===== src/rtl/capture_pkg.sv =====
// Shared types and helper functions for the multi-channel timestamp capture unit.
package capture_pkg;

    typedef enum logic [0:0] {
        ST_IDLE    = 1'b0,
        ST_PRESENT = 1'b1
    } out_state_t;

    function automatic int chan_width(input int n);
        return (n > 1) ? $clog2(n) : 1;
    endfunction

    // Increment v by one, sticking at the all-ones value of a w-bit field.
    function automatic logic [31:0] sat_inc(input logic [31:0] v, input int w);
        logic [31:0] max_v;
        max_v = (w >= 32) ? 32'hFFFF_FFFF : ((32'd1 << w) - 32'd1);
        return (v >= max_v) ? max_v : v + 32'd1;
    endfunction

endpackage


===== src/rtl/edge_sync.sv =====
// Multi-flop synchroniser for one asynchronous event line plus a one-cycle rising-edge pulse.
module edge_sync #(
    parameter int pSYNC = 2
) (
    input  logic iCLK,
    input  logic iRST_N,
    input  logic iD,
    output logic oRISE
);

    logic [pSYNC-1:0] sync_r;
    logic             prev_r;

    // Synchroniser chain and one-cycle history of the synchronised level
    always_ff @(posedge iCLK or negedge iRST_N) begin
        if (!iRST_N) begin
            sync_r <= '0;
            prev_r <= 1'b0;
        end else begin
            sync_r <= {sync_r[pSYNC-2:0], iD};
            prev_r <= sync_r[pSYNC-1];
        end
    end

    assign oRISE = sync_r[pSYNC-1] & ~prev_r;

endmodule


===== src/rtl/capture_counter_array.sv =====
// N-channel timestamp capture: per-channel one-deep slots with miss counts,
// drained round-robin onto a single valid/ready record stream.
module capture_counter_array
    import capture_pkg::*;
#(
    parameter int pWIDTH      = 40,
    parameter int pCHANNELS   = 2,
    parameter int pSYNC       = 2,
    parameter int pMISS_WIDTH = 8
) (
    input  logic                                iCLK,
    input  logic                                iRST_N,
    input  logic                                iENABLE,
    input  logic                                iCLEAR,
    input  logic [pCHANNELS-1:0]                iEVENT,
    output logic                                oVALID,
    input  logic                                iREADY,
    output logic [chan_width(pCHANNELS)-1:0]    oCHANNEL,
    output logic [pWIDTH-1:0]                   oTIMESTAMP,
    output logic [pMISS_WIDTH-1:0]              oMISSED,
    output logic [pWIDTH-1:0]                   oCOUNTER,
    output logic [pCHANNELS-1:0]                oPENDING
);

    localparam int            CW      = chan_width(pCHANNELS);
    localparam logic [CW-1:0] LAST_CH = CW'(pCHANNELS - 1);

    logic [pWIDTH-1:0]      counter_r;
    out_state_t             state_r;
    out_state_t             state_nxt_s;
    logic [CW-1:0]          ptr_r;
    logic [pCHANNELS-1:0]   rise_s;
    logic [pCHANNELS-1:0]   hit_s;
    logic [pCHANNELS-1:0]   gnt_s;
    logic [pCHANNELS-1:0]   full_s;
    logic [pWIDTH-1:0]      ts_s   [pCHANNELS];
    logic [pMISS_WIDTH-1:0] miss_s [pCHANNELS];
    logic                   any_full_s;
    logic                   take_s;
    logic                   load_s;
    logic                   hi_found_s;
    logic [CW-1:0]          hi_idx_s;
    logic [CW-1:0]          lo_idx_s;
    logic [CW-1:0]          grant_idx_s;

    // Free-running timestamp counter
    always_ff @(posedge iCLK or negedge iRST_N) begin
        if (!iRST_N) begin
            counter_r <= '0;
        end else if (iCLEAR) begin
            counter_r <= '0;
        end else if (iENABLE) begin
            counter_r <= counter_r + pWIDTH'(1);
        end
    end

    for (genvar c = 0; c < pCHANNELS; c++) begin : g_ch
        logic                   slot_full_r;
        logic [pWIDTH-1:0]      slot_ts_r;
        logic [pMISS_WIDTH-1:0] slot_miss_r;

        edge_sync #(.pSYNC(pSYNC)) u_sync (
            .iCLK  (iCLK),
            .iRST_N(iRST_N),
            .iD    (iEVENT[c]),
            .oRISE (rise_s[c])
        );

        assign hit_s[c] = rise_s[c] & iENABLE;
        assign gnt_s[c] = load_s & (grant_idx_s == CW'(c));

        // Slot: first hit keeps its timestamp; a grant in the same cycle as a hit refills it
        always_ff @(posedge iCLK or negedge iRST_N) begin
            if (!iRST_N) begin
                slot_full_r <= 1'b0;
                slot_ts_r   <= '0;
                slot_miss_r <= '0;
            end else if (iCLEAR) begin
                slot_full_r <= 1'b0;
                slot_ts_r   <= '0;
                slot_miss_r <= '0;
            end else if (hit_s[c]) begin
                if (!slot_full_r || gnt_s[c]) begin
                    slot_full_r <= 1'b1;
                    slot_ts_r   <= counter_r;
                    slot_miss_r <= '0;
                end else begin
                    slot_miss_r <= pMISS_WIDTH'(sat_inc(32'(slot_miss_r), pMISS_WIDTH));
                end
            end else if (gnt_s[c]) begin
                slot_full_r <= 1'b0;
            end
        end

        assign full_s[c] = slot_full_r;
        assign ts_s[c]   = slot_ts_r;
        assign miss_s[c] = slot_miss_r;
    end

    // Round-robin pick: lowest full channel at/after the pointer, else lowest full overall
    always_comb begin
        hi_found_s = 1'b0;
        hi_idx_s   = '0;
        lo_idx_s   = '0;
        for (int j = pCHANNELS - 1; j >= 0; j--) begin
            hi_found_s = hi_found_s | (full_s[j] & (CW'(j) >= ptr_r));
            hi_idx_s   = (full_s[j] && (CW'(j) >= ptr_r)) ? CW'(j) : hi_idx_s;
            lo_idx_s   = full_s[j] ? CW'(j) : lo_idx_s;
        end
        any_full_s  = |full_s;
        grant_idx_s = hi_found_s ? hi_idx_s : lo_idx_s;
        take_s      = (state_r == ST_IDLE) | iREADY;
        load_s      = take_s & any_full_s;
    end

    // Output stage next-state logic
    always_comb begin
        state_nxt_s = state_r;
        case (state_r)
            ST_IDLE:    state_nxt_s = any_full_s ? ST_PRESENT : ST_IDLE;
            ST_PRESENT: state_nxt_s = (iREADY && !any_full_s) ? ST_IDLE : ST_PRESENT;
            default:    state_nxt_s = ST_IDLE;
        endcase
    end

    // Output stage registers, arbiter pointer and record payload
    always_ff @(posedge iCLK or negedge iRST_N) begin
        if (!iRST_N) begin
            state_r    <= ST_IDLE;
            ptr_r      <= '0;
            oVALID     <= 1'b0;
            oCHANNEL   <= '0;
            oTIMESTAMP <= '0;
            oMISSED    <= '0;
        end else if (iCLEAR) begin
            state_r    <= ST_IDLE;
            ptr_r      <= '0;
            oVALID     <= 1'b0;
            oCHANNEL   <= '0;
            oTIMESTAMP <= '0;
            oMISSED    <= '0;
        end else begin
            state_r <= state_nxt_s;
            oVALID  <= (state_nxt_s == ST_PRESENT);
            if (load_s) begin
                ptr_r      <= (grant_idx_s == LAST_CH) ? '0 : grant_idx_s + CW'(1);
                oCHANNEL   <= grant_idx_s;
                oTIMESTAMP <= ts_s[grant_idx_s];
                oMISSED    <= miss_s[grant_idx_s];
            end
        end
    end

    assign oCOUNTER = counter_r;
    assign oPENDING = full_s;

endmodule


===== config.mk =====
export PLATFORM = sky130hd
export DESIGN_NAME = capture_counter_array
export DESIGN_NICKNAME = d
export VERILOG_FILES = /design/src/rtl/capture_pkg.sv /design/src/rtl/edge_sync.sv /design/src/rtl/capture_counter_array.sv
export SDC_FILE = /design/constraint.sdc
export NUM_CORES = 1
export LEC_CHECK = 0
export ABC_AREA = 1
export BUFFER_PORTS_ARGS = -buffer_cell sky130_fd_sc_hd__buf_4
export CELL_PAD_IN_SITES_DETAIL_PLACEMENT = 0
export CELL_PAD_IN_SITES_GLOBAL_PLACEMENT = 1
export CORE_AREA = 4 4 143 145
export CTS_CLUSTER_SIZE = 28
export DETAILED_ROUTE_END_ITERATION = 10
export DIE_AREA = 0 0 147 149
export PLACE_DENSITY_LB_ADDON = 0.1
export SYNTH_ARGS = -nofsm -noshare
export SYNTH_HDL_FRONTEND = slang
export SYNTH_SLANG_ARGS = --single-unit

===== constraint.sdc =====
create_clock -name iCLK -period 3.85 [get_ports iCLK]
set_input_delay 0.385 -clock iCLK [delete_from_list [all_inputs] [get_ports iCLK]]
set_output_delay 0.385 -clock iCLK [all_outputs]
set_load 0.01 [all_outputs]

==> results.py, run 1 <==
metrics = {
    "synth": {
        "yosys_most_used_dff": "dfrtp_1",
        "synthCells": 1083,
        "synth_cell_types": 37,
        "netlist_area_um2": 9087,
        "synth_seq_area_share_pct": 53.70,
        "syn_area_per_cell_um2": 8.391,
        "async_flop_share_pct": 100.0,
        "synth-edff-count": 0,
        "yosys_warnings": 0,
        "synth-seq-cells": 195,
        "syn_nets": 1093,
    },
    "floorplanning": {
        "rows": 51,
        "core_um2": 19210,
        "die_h_um": 149,
        "dieArea_um2": 21900,
        "start_util_pct": 47.31,
        "io_pins": 99,
        "die_w_um": 147,
    },
    "place": {
        "portBuffers": 98,
        "dp_hpwl_mm": 15.23,
        "place.gp.congestion": 0.8428,
        "dp_slack_ns": 1.707,
    },
    "routing": {
        "dr.pass1.iters": 5,
        "via_count": 7231,
        "drt_wl_total_mm": 22.91,
        "drtAntennaViolNets": 0,
        "drc_errors": 0,
        "vias_per_cell": 5.022,
        "drt_iter0_drc": 451,
        "avgRoutedWirePerCell_um": 15.91,
    },
    "clocking": {
        "ctsRootBufferMaster": "clkbuf_16",
        "clockBufferDepth": 2,
        "ctsHoldBuffers": 0,
        "cts_tree": "done",
        "postCtsSetupBuffers": 0,
        "h-tree-depth": 4,
        "cts_sinks": 195,
        "worst_skew_pair.late_latency_ns": 0.44,
        "cts_buffers": 17,
        "clk_pin_slew_ns": 0.08,
        "cts-resized-gates": 0,
    },
    "finish": {
        "insertedDiodeCount": 0,
        "final_cell_mix": "nand2_1 (313), dfrtp_1 (195), nor2_1 (135)",
        "nNetsFinal": 1172,
        "drive_above_1_share_pct": 17.87,
        "syn_to_final_growth_pct": 16.10,
        "n_fill_cell": 1852,
        "final_common_cell": "nand2_1",
    },
    "setup_path": {
        "crit_family": "simple AND/OR/NAND/NOR gates",
        "cp_data_arrival_time_ns": 2.52,
        "critPathMaxStageDelay_ns": 0.52,
        "rr_worst_depth": 9,
        "timing.rr.end": "g_ch[1].slot_ts_r[21]",
        "cp_common_cell": "nor2_4",
        "cp_cell_sequence": "inv_2 > o21ai_4 > nor2_4 > nor2_4 > nand2_2 > nand2_4 > buf_12 > nand2_1 > o21ai_2",
        "critPathLaunchType": "flip-flop",
        "slowest_stage": "o21ai_4",
        "worstPathRequired_ns": 4.21,
        "cp-end-kind": "flip-flop",
        "worstReg2RegStart": "g_ch[0].slot_full_r",
        "reg2reg_setup_slack_ns": 1.69,
        "crit_buf_inv": 2,
        "critical_path_class": "flip-flop to flip-flop",
        "crit_fanout": 53,
    },
    "power_and_ir_drop": {
        "power_mw": 4.140,
        "powerDensity_nw_per_um2": 392.4,
        "p_leak_nw": 4.977,
        "vdd_drop_max_mv": 0.2987,
    },
    "sta": {
        "fin_skew_ns": 0.01480,
        "hold_viol_final": 0,
        "setup_tns_ns": 0,
        "tightest_slew_ns": 0.9349,
        "max-slew-margin-rel_pct": 37.58,
        "setup_ws_ns": 1.690,
        "finalSetupViolations": 0,
        "rsz0062_at_grt": "no",
        "post-route-min-period_ns": 2.160,
        "slew_viol_final": 0,
        "timing.final.crit_share_pct": 56.11,
        "fmax_mhz": 462.9,
    },
    "status": {
        "status": "completed",
    },
    "min_path": {
        "hold_class": "primary input to async pin",
    },
    "grt": {
        "grt_pass1_wl_mm": 38.09,
        "grt.total_usage_pct": 21.74,
        "grt_pass1_vias": 7001,
        "gr-total-overflow": 0,
        "grt_max_degree": 108,
        "antenna_found_initial": 0,
    },
    "run": {
        "drv_cap": 0,
    },
}
[sequential cells by signal (all words and copies together), names as in the netlist]
name,cells
oCOUNTER,40
g_ch.u_sync.sync_r,4
g_ch.u_sync.prev_r,2
g_ch.slot_full_r,2
state_r,1
ptr_r,1
oCHANNEL,1
g_ch.slot_miss_r,16
oMISSED,8
g_ch.slot_ts_r,80
oTIMESTAMP,40
[worst max-delay path by stage]
stage	startpoint	to	slack (ns)	depth (start not counted)
finish	g_ch[0].slot_full_r	g_ch[1].slot_ts_r[21]	1.69	9
global route	g_ch[0].slot_full_r	g_ch[1].slot_ts_r[21]	1.50	9
CTS	g_ch[0].slot_full_r	g_ch[1].slot_ts_r[22]	1.68	9
detailed placement	g_ch[0].slot_full_r	g_ch[1].slot_ts_r[22]	1.71	9
global placement	ptr_r	g_ch[1].slot_ts_r[30]	1.77	8
floorplan	oCOUNTER[0]	oCOUNTER[32]	2.39	8
[cells by family after synthesis]
logic type	after synthesis	share of synthesized area, %
adder cells (fa/ha/maj)	3	0.4131
buffers and inverters	124	6.499
flip-flops	195	53.70
AND/OR/NAND/NOR	528	24.14
XOR/XNOR	5	0.4820
AO/OA/AOI/OAI	228	14.77
[metrics by stage]
step / area (um^2) / cells / hold WS [ns] / util, %
after floorplan: 9087 / 1083 / 0.08941 / -
after global placement: 9956 / 1408 / 0.3366 / 51.83
after detailed placement: 9956 / 1408 / 0.3410 / 51.83
after CTS: 10550 / 1440 / 0.03586 / 54.93
after global routing: 10550 / 1440 / 0.02470 / 54.93
final: 10550 / 1440 / 0.03118 / 54.93
[area by class of cell]
class                   count  area, um^2  area share [%]
multi-input cells         764        3625           34.36
well taps                 265       331.6           3.143
clock inverters            13       141.4           1.340
flip-flops and latches    195        4880           46.25
repair buffers            106       827.0           7.839
clock buffers              19       452.9           4.293
inverters                  78       292.8           2.775
[synthesized netlist by cell type (6+ instances only)]
master / number / area share [%]
buf_2: 12 / 0.66
clkbuf_1: 13 / 0.54
inv_2: 6 / 0.25
nand2_2: 7 / 0.48
inv_1: 72 / 3.0
nor3_1: 7 / 0.39
nor2_1: 135 / 5.6
nor2_4: 9 / 1.1
o221ai_1: 6 / 0.58
nand3_1: 38 / 2.1
nand4_1: 7 / 0.48
o21ai_0: 82 / 4.5
dfrtp_1: 195 / 54
o21ai_1: 70 / 3.9
nand2_1: 313 / 13
buf_4: 10 / 0.83
a21oi_1: 19 / 1.0
buf_6: 8 / 0.99
o21ai_2: 41 / 4.0
[where the power goes]
part	internal, mW	total (mW)	switching (mW)
Sequential	2.07	2.09	0.0183
Clock	0.953	1.81	0.857
Combinational	0.0551	0.243	0.188
Total	3.08	4.14	1.06
[routing by layer]
metal | track usage, % | wire length [um] | share of wire, % | vias to the layer above
li1 | - | - | - | 3664
met1 | 32.31 | 11340 | 50 | 3428
met2 | 33.53 | 10580 | 46 | 128
met3 | 4.376 | 861 | 3.8 | 11
met4 | 4.147 | 126 | 0.55 | 0
met5 | 0 | 0 | 0 | -
Note: power is estimated with default switching activity, not from simulation.
==> inputs of run 2 (changes only) <==
--- a/config.mk
+++ b/config.mk
@@ -9,10 +9,10 @@
 export BUFFER_PORTS_ARGS = -buffer_cell sky130_fd_sc_hd__buf_4
 export CELL_PAD_IN_SITES_DETAIL_PLACEMENT = 0
 export CELL_PAD_IN_SITES_GLOBAL_PLACEMENT = 1
-export CORE_AREA = 4 4 143 145
+export CORE_AREA = 4 4 156 158
 export CTS_CLUSTER_SIZE = 28
 export DETAILED_ROUTE_END_ITERATION = 10
-export DIE_AREA = 0 0 147 149
+export DIE_AREA = 0 0 160 162
 export PLACE_DENSITY_LB_ADDON = 0.1
 export SYNTH_ARGS = -nofsm -noshare
 export SYNTH_HDL_FRONTEND = slang
==> constraint.sdc (replaced) <==
create_clock -name iCLK -period 1.75 [get_ports iCLK]
set_input_delay 0.175 -clock iCLK [delete_from_list [all_inputs] [get_ports iCLK]]
set_output_delay 0.175 -clock iCLK [all_outputs]
set_load 0.01 [all_outputs]
==> run 2 against run 1 <==
Sequential share of layout area down 1.7 points; critical path type unchanged; largest power group unchanged; power grew 120%; flip-flop and latch count stayed put; register-to-register slack got worse by 1.6 ns; sequential power increased by 120%; combinational power grew to 2.6 times the previous value; clock power is 110% higher; critical path depth up 1; critical endpoint is now g_ch[1].slot_ts_r[22]; wire length grew 7.9%; largest cell class unchanged; maximum frequency increased by 33%; highest routed layer unchanged; die area is 18% higher; non-clock buffer count increased by 37.
==> results.py, run 2 (synthesis results as in run 1) <==
metrics = {
    "finish": {
        "syn_to_final_growth_pct": 20.39,
        "nNetsFinal": 1209,
        "insertedDiodeCount": 0,
        "final_common_cell": "nand2_1",
        "utilization_pct": 47.32,
        "largest_register_ffs": 80,
        "final_cell_mix": "nand2_1 (313), dfrtp_1 (195), nor2_1 (135)",
        "drive_above_1_share_pct": 19.90,
        "largest-register": "g_ch.slot_ts_r",
    },
    "routing": {
        "via_count": 7423,
        "dr.pass1.iters": 5,
        "drtAntennaViolNets": 0,
        "top_layer": "met4",
        "drt_iter0_drc": 399,
        "avgRoutedWirePerCell_um": 16.47,
        "routed-wl-met3_um": 669,
        "vias_per_cell": 4.945,
        "drt_wl_total_mm": 24.72,
        "drc_errors": 0,
        "drt-met1-wl_mm": 12.54,
        "wl_met2_mm": 11.31,
    },
    "status": {
        "status": "completed",
    },
    "sta": {
        "rsz0062_at_grt": "no",
        "setup_tns_ns": 0,
        "timing.final.crit_share_pct": 92.95,
        "fmax_mhz": 614.8,
        "post-route-min-period_ns": 1.627,
        "tightest_slew_ns": 0.5212,
        "fin_skew_ns": 0.01494,
        "max-slew-margin-rel_pct": 65.25,
        "finalSetupViolations": 0,
        "hold_viol_final": 0,
        "slew_viol_final": 0,
    },
    "clocking": {
        "ctsRootBufferMaster": "clkbuf_16",
        "cts_sinks": 195,
        "h-tree-depth": 4,
        "cts_buffers": 17,
        "cts_tree": "done",
        "cts-resized-gates": 0,
        "clk_pin_slew_ns": 0.08,
        "worst_skew_pair.late_latency_ns": 0.43,
        "clockBufferDepth": 2,
    },
    "power_and_ir_drop": {
        "p_leak_nw": 5.185,
        "powerDensity_nw_per_um2": 824.8,
        "vdd_drop_max_mv": 0.4355,
        "pwr-share-seq_pct": 50.8,
        "power.share.combinational_pct": 7.0,
        "pwr-share-clk_pct": 42.1,
        "p_int_mw": 6.677,
        "swShare_pct": 26.01,
        "power.switching_mw": 2.347,
    },
    "place": {
        "portBuffers": 98,
        "dp_hpwl_mm": 17.08,
        "place.gp.congestion": 0.8133,
    },
    "grt": {
        "grt_pass1_wl_mm": 40.27,
        "grt_pass1_vias": 7269,
        "grt.total_usage_pct": 19.37,
        "grt_max_degree": 70,
        "gr-total-overflow": 0,
        "antenna_found_initial": 0,
    },
    "setup_path": {
        "critical_path_class": "flip-flop to flip-flop",
        "worstPathRequired_ns": 2.11,
        "crit_fanout": 27,
        "cp-end-kind": "flip-flop",
        "cp_data_arrival_time_ns": 1.99,
        "reg2reg_setup_slack_ns": 0.12,
        "critPathLaunchType": "flip-flop",
    },
    "floorplanning": {
        "die_h_um": 162,
        "core_um2": 23120,
        "rows": 56,
        "io_pins": 99,
        "start_util_pct": 39.30,
        "dieArea_um2": 25920,
        "die_w_um": 160,
    },
    "run": {
        "drv_cap": 0,
    },
    "min_path": {
        "hold_class": "primary input to flip-flop",
    },
}
-- run 2: cell types whose count changed in the layout (fill, tap and decap cells not counted), sizes merged --
| cell | delta |
|---|---|
| buf | +33 |
| bufinv | -1 |
| clkbuf | +1 |
| clkinv | -1 |
| dlygate4sd3 | +4 |
-- run 2: final timing paths --
path / startpoint / cells after the start / to
setup / recovery: g_ch[1].slot_full_r / 10 / g_ch[1].slot_ts_r[22]
hold / removal: iREADY / 4 / state_r
setup reg to reg: g_ch[1].slot_full_r / 10 / g_ch[1].slot_ts_r[22]
hold reg to reg: g_ch[1].u_sync.sync_r[0] / 0 / g_ch[1].u_sync.sync_r[1]
max in group asynchronous: iRST_N / 3 / oTIMESTAMP[15]
min in group asynchronous: iRST_N / 2 / g_ch[1].slot_miss_r[5]
-- run 2: power by group through the flow --
stage	registers [mW]	clock network, mW	logic [mW]
floorplan	4.68	0	0.327
global placement	4.67	0	0.642
detailed placement	4.67	0	0.643
CTS	4.59	3.90	0.652
global route	4.59	4.09	0.708
finish	4.58	3.80	0.636
-- run 2: final cells by class --
class | instances | area [um^2]
Multi-Input combinational cell | 764 | 3625
Tap cell | 290 | 362.8
Inverter | 78 | 292.8
Fill cell | 2321 | 12180
Clock inverter | 11 | 96.34
Sequential cell | 195 | 4880
Clock buffer | 20 | 456.7
Timing Repair Buffer | 143 | 1227
-- run 2: metal layers --
metal | vias up | GRT usage, %
li1 | 3739 | -
met1 | 3562 | 28.39
met2 | 108 | 30.69
met3 | 14 | 3.223
met4 | 0 | 3.794
met5 | - | 0
-- run 2: timing repair --
item | in CTS | in global routing
setup endpoints to repair | 0 | 0
setup buffers | 0 | 0
hold buffers | 4 | 0
hold endpoints to repair | 36 | 0
-- run 2: critical path: stages (launching register included) --
cell and delay, ns:
dfrtp_1 0.44, inv_2 0.13, nand2_1 0.08, nand2_2 0.12, nor2_4 0.07, nor2_4 0.09, nand2_2 0.07, nand2_4 0.20
buf_12 0.22, nand2_1 0.09, o21ai_2 0.06
-- run 2: metrics by stage --
| stage | hold WS (ns) | std cells | total power, mW | area (um^2) | setup WS, ns |
|---|---|---|---|---|---|
| finish | 0.1288 | 1501 | 9.023 | 10940 | 0.1234 |
| global placement | 0.1398 | 1466 | 5.316 | 10350 | 0.1677 |
| floorplan | -0.1206 | 1083 | 5.006 | 9087 | 0.2903 |
| CTS | 0.1148 | 1501 | 9.137 | 10940 | 0.1330 |
| detailed placement | 0.1395 | 1466 | 5.318 | 10350 | 0.1409 |
| global route | 0.1497 | 1501 | 9.393 | 10940 | 0.003116 |
